**config.mk**
```make
export PLATFORM = sky130hd
export DESIGN_NAME = sar_adc_ctrl
export DESIGN_NICKNAME = d
export VERILOG_FILES = /design/src/rtl/sar_adc_ctrl.sv
export SDC_FILE = /design/constraint.sdc
export NUM_CORES = 1
export LEC_CHECK = 0
export CORE_MARGIN = 4
export CORE_UTILIZATION = 44
export DETAILED_ROUTE_END_ITERATION = 8
export GPL_TIMING_DRIVEN = 0
export PLACE_DENSITY = 0.82
export SYNTH_ARGS = -nofsm -noshare
export SYNTH_HDL_FRONTEND = slang
export SYNTH_SLANG_ARGS = --single-unit
```
**constraint.sdc**
```tcl
create_clock -name clk -period 1.4 [get_ports clk]
set_input_delay 0.21 -clock clk [delete_from_list [all_inputs] [get_ports clk]]
set_output_delay 0.21 -clock clk [all_outputs]
set_load 0.05 [all_outputs]
```
**src/rtl/sar_adc_ctrl.sv**
```systemverilog
// Successive-approximation ADC controller.
// The controller runs a one-cycle track phase, then N bit decisions (MSB first)
// against an external comparator, then a one-cycle done pulse.
// Every output comes straight from a flop, so the DAC and the track/hold switch
// see glitch-free control.
module sar_adc_ctrl #(
  parameter int N = 3
) (
  input  logic         clk,
  input  logic         rst,
  input  logic         start,
  input  logic         cmp,
  output logic         sample,
  output logic [N-1:0] dac_code,
  output logic         busy,
  output logic         done,
  output logic [N-1:0] result
);

  // Width of the bit-under-test index; at least one bit so the N=1 case still elaborates.
  localparam int IDX_W = (N > 1) ? $clog2(N) : 1;

  localparam logic [N-1:0]     LSB_ONE = N'(1);
  localparam logic [N-1:0]     MSB_ONE = LSB_ONE << (N - 1);
  localparam logic [IDX_W-1:0] IDX_TOP = IDX_W'(N - 1);

  typedef enum logic [1:0] {
    IDLE    = 2'd0,
    SAMPLE  = 2'd1,
    CONVERT = 2'd2,
    DONE    = 2'd3
  } state_t;

  state_t           state, state_nxt;
  logic [IDX_W-1:0] idx, idx_nxt;
  logic [N-1:0]     code_nxt;
  logic [N-1:0]     result_nxt;
  logic [N-1:0]     bit_mask;
  logic [N-1:0]     trial;

  // Next-state and next-code logic. The bit under test is chosen with a shifted
  // mask rather than a variable index, so the code stays width-clean for any N.
  always_comb begin
    state_nxt  = state;
    idx_nxt    = idx;
    code_nxt   = dac_code;
    result_nxt = result;
    bit_mask   = LSB_ONE << idx;
    trial      = cmp ? dac_code : (dac_code & ~bit_mask);

    case (state)
      IDLE: begin
        if (start) begin
          state_nxt = SAMPLE;
          code_nxt  = '0;
        end
      end
      SAMPLE: begin
        state_nxt = CONVERT;
        code_nxt  = MSB_ONE;
        idx_nxt   = IDX_TOP;
      end
      CONVERT: begin
        if (idx != '0) begin
          code_nxt = trial | (bit_mask >> 1);
          idx_nxt  = idx - IDX_W'(1);
        end else begin
          // Last decision: the DAC keeps showing the final code after conversion.
          code_nxt   = trial;
          result_nxt = trial;
          state_nxt  = DONE;
        end
      end
      DONE: begin
        // start is deliberately not looked at here, which forces an IDLE cycle
        // between conversions.
        state_nxt = IDLE;
      end
      default: begin
        state_nxt = IDLE;
      end
    endcase
  end

  // State, datapath and output registers; status outputs are decoded from the
  // next state so they line up with the state they describe.
  always_ff @(posedge clk) begin
    if (rst) begin
      state    <= IDLE;
      idx      <= IDX_TOP;
      dac_code <= '0;
      result   <= '0;
      sample   <= 1'b0;
      busy     <= 1'b0;
      done     <= 1'b0;
    end else begin
      state    <= state_nxt;
      idx      <= idx_nxt;
      dac_code <= code_nxt;
      result   <= result_nxt;
      sample   <= (state_nxt == SAMPLE);
      busy     <= (state_nxt == SAMPLE) || (state_nxt == CONVERT);
      done     <= (state_nxt == DONE);
    end
  end

endmodule

```
Word-level counts from Yosys, hierarchy flattened
Index checks and enable logic that the tools add are counted.
Cells by class
  $add $sub $neg: 1
  equal/unequal tests: 8
  shift-type cells: 1
  multiplexer cells: 9
  bitwise logic cells: 4
  reduce and logical (&&, ||, !) cells: 8
Operators by type and width (count)
  two-way mux 3 bit: 3
  case mux 3 bit (3 select lines): 1
  equality test 2 bit, second input constant: 4
  case mux 2 bit (4 select lines): 1
  two-way mux 2 bit: 3
  AND reduction 2 bit: 3
  equality test 2 x 1 -> 1 bit, second input constant: 2
  != test 2 bit, second input constant: 2
  case mux 2 bit (2 select lines): 1
  nonzero test 2 bit: 2
  bitwise AND 3 bit: 1
  inverter 3 bit: 1
  bitwise OR 3 x 2 -> 3 bit: 1
  nonzero test 3 bit: 1
  left shift 1 x 2 -> 3 bit, first input constant: 1
  logical NOT 2 bit: 1
  subtractor 2 x 1 -> 2 bit, second input constant: 1
  logical OR 1 bit: 1
  inverter 1 bit: 1
Storage, ports and cells
  register bits: 13
  input port bits: 4
  output and inout bits: 9
  word-level logic and storage cells: 38

Logic depth before layout (Yosys ltp)
  word-level depth: 7
  gate-level depth with buffers: 7
  gate-level depth less buffers: 6

Worst setup path after synthesis
Ideal clock, no wire load.
  path type: register to register
  from: register state[0]
  to: register dac_code[2]
  library setup time: 0.092 ns
  data arrival time: 1.411 ns
  slack: -0.104 ns
  cell stages (with the launch flop): 6
  cells stage by stage: dfxtp_1 > inv_1 > ha_1 > inv_1 > or4_1 > o32ai_1
On the way
  longest elaborated chain between the ends: 3
RTL lines
  from (decl): line 34  | state_t state, state_nxt;
  from (signal assigned): line 97  | state <= state_nxt;
  equality test 2 bit, or another cell as far along: line 51  | case (state)
  nonzero test 3 bit (no source line) / != test 2 bit (equally long branches)
  AND reduction 2 bit (no source line)
  to (signal assigned): line 99  | dac_code <= code_nxt;
  to (decl): line 14  | output logic [N-1:0] dac_code,
Parallel ways exist; a longest one is shown, timed or not.
A chain may end at the register's enable or synchronous reset.

Worst setup path after layout
  from: register state[1]
  to: register busy
On the way
  longest elaborated chain between the ends: 4
RTL lines
  equality test 2 bit, or another cell as far along: line 51
  case mux 2 bit (4 select lines) *: line 51
  net state_nxt[0]: line 34
  equality test 2 x 1 -> 1 bit / equality test 2 bit (equally long branches): line 102  | busy <= (state_nxt == SAMPLE) || (state_nxt == CONVERT);
  logical OR 1 bit *: line 102
  to (signal assigned): line 102
  to (decl): line 15  | output logic busy,
The timed path passes the listed nets; every way through them passes the cells marked *.

==> PnR_summary.wiki <==
{| class="wikitable"
! Metric !! Value
|-
| Root buffer cell || sky130_fd_sc_hd__clkbuf_4
|-
| Setup slack of the most critical reg-to-reg path || -80 ps
|-
| Area Overhead vs Synth || 52.8%
|-
| Number of global-route vias before repair || between 600 and 700
|-
| Outcome || complete, but fails checks
|-
| Final period utilization || 1.06
|-
| Clock latency of the later-clocked register in the worst-skew pair || ~280 ps
|-
| Critical hold path startpoint || result[1]
|-
| Setup repair after global routing missed its margin || yes
|-
| Worst Hold Path EP || result[1]
|-
| Post-Route WL || about 1.8 mm
|-
| Ports placed on the boundary || 13
|-
| H-tree lvl count || 1
|-
| Number of sinks on the clock net || 13
|-
| Post-CTS Hold Buffers || 0
|-
| Routed wire length per instance || 15.4 µm
|-
| Initial detailed-routing violation count || 43
|-
| Highest-count cells in the layout ignoring fill and taps || sky130_fd_sc_hd__buf_4 (14), sky130_fd_sc_hd__dfxtp_1 (9), sky130_fd_sc_hd__nand2b_1 (6), sky130_fd_sc_hd__ha_1 (6)
|-
| Initial Util || 0.491
|-
| Synthesized area per cell || approximately 9.2 µm²
|-
| Most common cell after layout, fill and taps aside || sky130_fd_sc_hd__buf_4
|-
| Final hold violation count || 0
|-
| Total Die Area || 0.00221 mm²
|-
| Remaining antenna violation count after routing || 0
|-
| WP data required || between 1500 and 2000 ps
|-
| Num rows || 13
|-
| Global-route total usage across every layer || 0.182
|-
| Count of placed standard cells in the final layout, fillers left out || approximately 120
|-
| Launch point of the worst reg-to-reg path || state[1]
|-
| Nets in the synthesized netlist || 86
|-
| Worst min-delay path class || reg -> reg
|-
| Weighted congestion at the end of routability-driven global placement || between 0.7 and 0.8
|-
| Worst reg2reg path endpoint || busy
|-
| Transition time of the tightest slew-check pin || between 500 and 600 ps
|-
| Max-slew violation total from the final report || 0
|-
| Leading post-synthesis cells by cell area || sky130_fd_sc_hd__dfxtp_1 (39%), sky130_fd_sc_hd__ha_1 (17%), sky130_fd_sc_hd__nand2b_1 (5.6%), sky130_fd_sc_hd__nor2b_1 (4.7%), sky130_fd_sc_hd__inv_1 (3.9%)
|-
| Die Height || 47.0 µm
|-
| Critical path endpoint category || flip-flop
|-
| DRC violation count after routing || 0
|-
| Floorplan die width || around 47 µm
|-
| Filler instances || a little over 90
|-
| Hold depth || 2
|-
| Violated checks || setup timing
|-
| Period minus WS final || 1480 ps
|-
| Layout Nets || 117
|-
| Vias per Instance || 5.57
|-
| Number of violations of the max-capacitance limit || 0
|-
| First-pass GRT wire length || about 2.8 mm
|-
| Worst Slack Setup Final || -81.3 ps
|-
| Share of cells above drive strength 1 || 0.388
|-
| Post-synthesis instance area || around 670 µm²
|-
| Critical Path Fanout Max || 3
|-
| Reported leakage power || between 0.4 and 0.5 nW
|-
| Synthesis-stage register bit count || 13
|-
| Maximum root-to-sink buffer count || 2
|-
| Worst Reg2Reg Path Length in Cells || 6
|-
| Headroom to the max-slew limit || 0.618
|-
| Sort of element at the start of the critical path || flip-flop
|-
| Initial DRT Pass Iterations || 4
|-
| Detailed Place HPWL || slightly below 1 mm
|-
| Yosys synthesis warning count || 0
|-
| Number of failing setup endpoints in the final timing report || 4
|-
| Yosys top cell area share || 0.388
|-
| Worst IR drop on VDD || around 0.0019 V
|-
| Largest net degree at the start of global routing || 11
|-
| CP Data Arrival Time || approximately 1600 ps
|-
| Final core area utilization || 0.750
|-
| CTS buffer count || 3
|-
| PortBufs || 12
|-
| Area leader, netlist || sky130_fd_sc_hd__dfxtp_1
|-
| Cell count after synthesis || 73
|-
| Worst setup skew after layout || just over 5 ps
|-
| Max Clock Freq || 675 MHz
|-
| Number of antenna violations at the first check in global routing || 0
|-
| P per Cell Area || around 2300 mW/mm²
|-
| Total core area || roughly 0.0014 mm²
|-
| Routed via count || approximately 660
|-
| Classification of the worst setup path || reg -> reg
|-
| Clock slew at reported path FFs || 90 ps
|-
| Total grt overflow || 0
|-
| Diodes inserted || 0
|-
| CTS tree || yes
|-
| Placed Cells incl. Taps || 100
|-
| Number of unique standard cell types used by synthesis || 25
|-
| Sequential share of the synthesized area || 0.388
|}
## final cells by class
class	instances	area, µm²	share of cell area
multi-input combinational	51	464	0.453
sequential	13	265	0.259
timing repair buffer	26	205	0.200
inverter	7	28.8	0.0281
clock buffer	3	22.5	0.0220
tap	15	18.8	0.0183
buffer	2	15.0	0.0147
clock inverter	1	5.00	0.00488
## per-layer routing
metal / wire (µm) / up-vias / GRT usage
met2: 896 / 38 / 0.341
met3: 142 / 12 / 0.0345
li1: - / 312 / -
met1: 721 / 295 / 0.201
met5: 0 / - / 0
met4: 54 / 0 / 0.0663
## power breakdown
part | switching [mW] | leakage [nW] | internal [mW]
clock network | 0.138 | 0.0177 | 0.106
registers | 0.0499 | 0.106 | 0.456
logic | 0.754 | 0.326 | 0.819
## per-stage QoR
stage | worst slack [ps] | cell area, µm² | hold WS (ps) | total power, mW | setup TNS [ps]
after CTS | -29.3 | 977 | 464 | 2.02 | -41.0
after global routing | -139 | 1020 | 481 | 2.49 | -496
after global placement | -187 | 826 | 437 | 1.33 | -378
after floorplan | -26.3 | 687 | 282 | 1.15 | -26.3
after detailed placement | -191 | 826 | 455 | 1.35 | -451
final | -81.3 | 1020 | 455 | 2.32 | -164
## worst max path at each step
stage | start | endpoint | slack, ps | cells after the start
4_1_cts | state[1] | dac_code[2] | -30 | 5
5_1_grt | state[1] | busy | -140 | 6
3_3_place_gp | start | busy | -190 | 5
3_5_place_dp | start | busy | -190 | 5
6_report | state[1] | busy | -80 | 6
2_1_floorplan | state[1] | dac_code[2] | -30 | 5
## state kept, by name, summed over array words and instances, names as in the netlist
register,count
state,2
done,1
dac_code,3
result,3
idx,2
sample,1
busy,1
## cells by family after synthesis
group,share of synthesized area
AOI/OAI and AO/OA,0.116
adders and majority gates,0.168
buffers and inverters,0.0560
DFF,0.388
muxes,0.0317
and+or+nand+nor,0.241
## critical path, stage by stage, from the launching register on
cell	delay, ps
sky130_fd_sc_hd__dfxtp_2	360
sky130_fd_sc_hd__inv_2	70
sky130_fd_sc_hd__ha_4	180
sky130_fd_sc_hd__mux2i_4	190
sky130_fd_sc_hd__a21oi_4	220
sky130_fd_sc_hd__ha_4	230
sky130_fd_sc_hd__nor2b_4	110
## cells in the mapped netlist
master,instances
sky130_fd_sc_hd__nor2b_1,5
sky130_fd_sc_hd__o22ai_1,2
sky130_fd_sc_hd__nand2_1,4
sky130_fd_sc_hd__clkbuf_1,1
sky130_fd_sc_hd__nand4_1,3
sky130_fd_sc_hd__o21ai_0,1
sky130_fd_sc_hd__a31oi_1,1
sky130_fd_sc_hd__o32ai_1,1
sky130_fd_sc_hd__and2b_1,1
sky130_fd_sc_hd__or2b_1,1
sky130_fd_sc_hd__a21boi_0,1
sky130_fd_sc_hd__mux2_2,1
sky130_fd_sc_hd__ha_1,9
sky130_fd_sc_hd__nand3b_1,1
sky130_fd_sc_hd__a21oi_1,4
sky130_fd_sc_hd__nor2_1,4
sky130_fd_sc_hd__mux2i_1,1
sky130_fd_sc_hd__or3_1,1
sky130_fd_sc_hd__a311oi_1,1
sky130_fd_sc_hd__dfxtp_1,13
sky130_fd_sc_hd__nand2b_1,6
sky130_fd_sc_hd__o2111ai_1,1
sky130_fd_sc_hd__inv_1,7
sky130_fd_sc_hd__or4_1,2
sky130_fd_sc_hd__buf_4,1
## repair_timing
item / in CTS / in global routing
setup endpoints to repair: 14 / 11
gates resized for setup: 27 / 11
pin swaps: 8 / 4
setup buffers: 10 / 4
No activity file was read; power rests on OpenSTA's default activity.
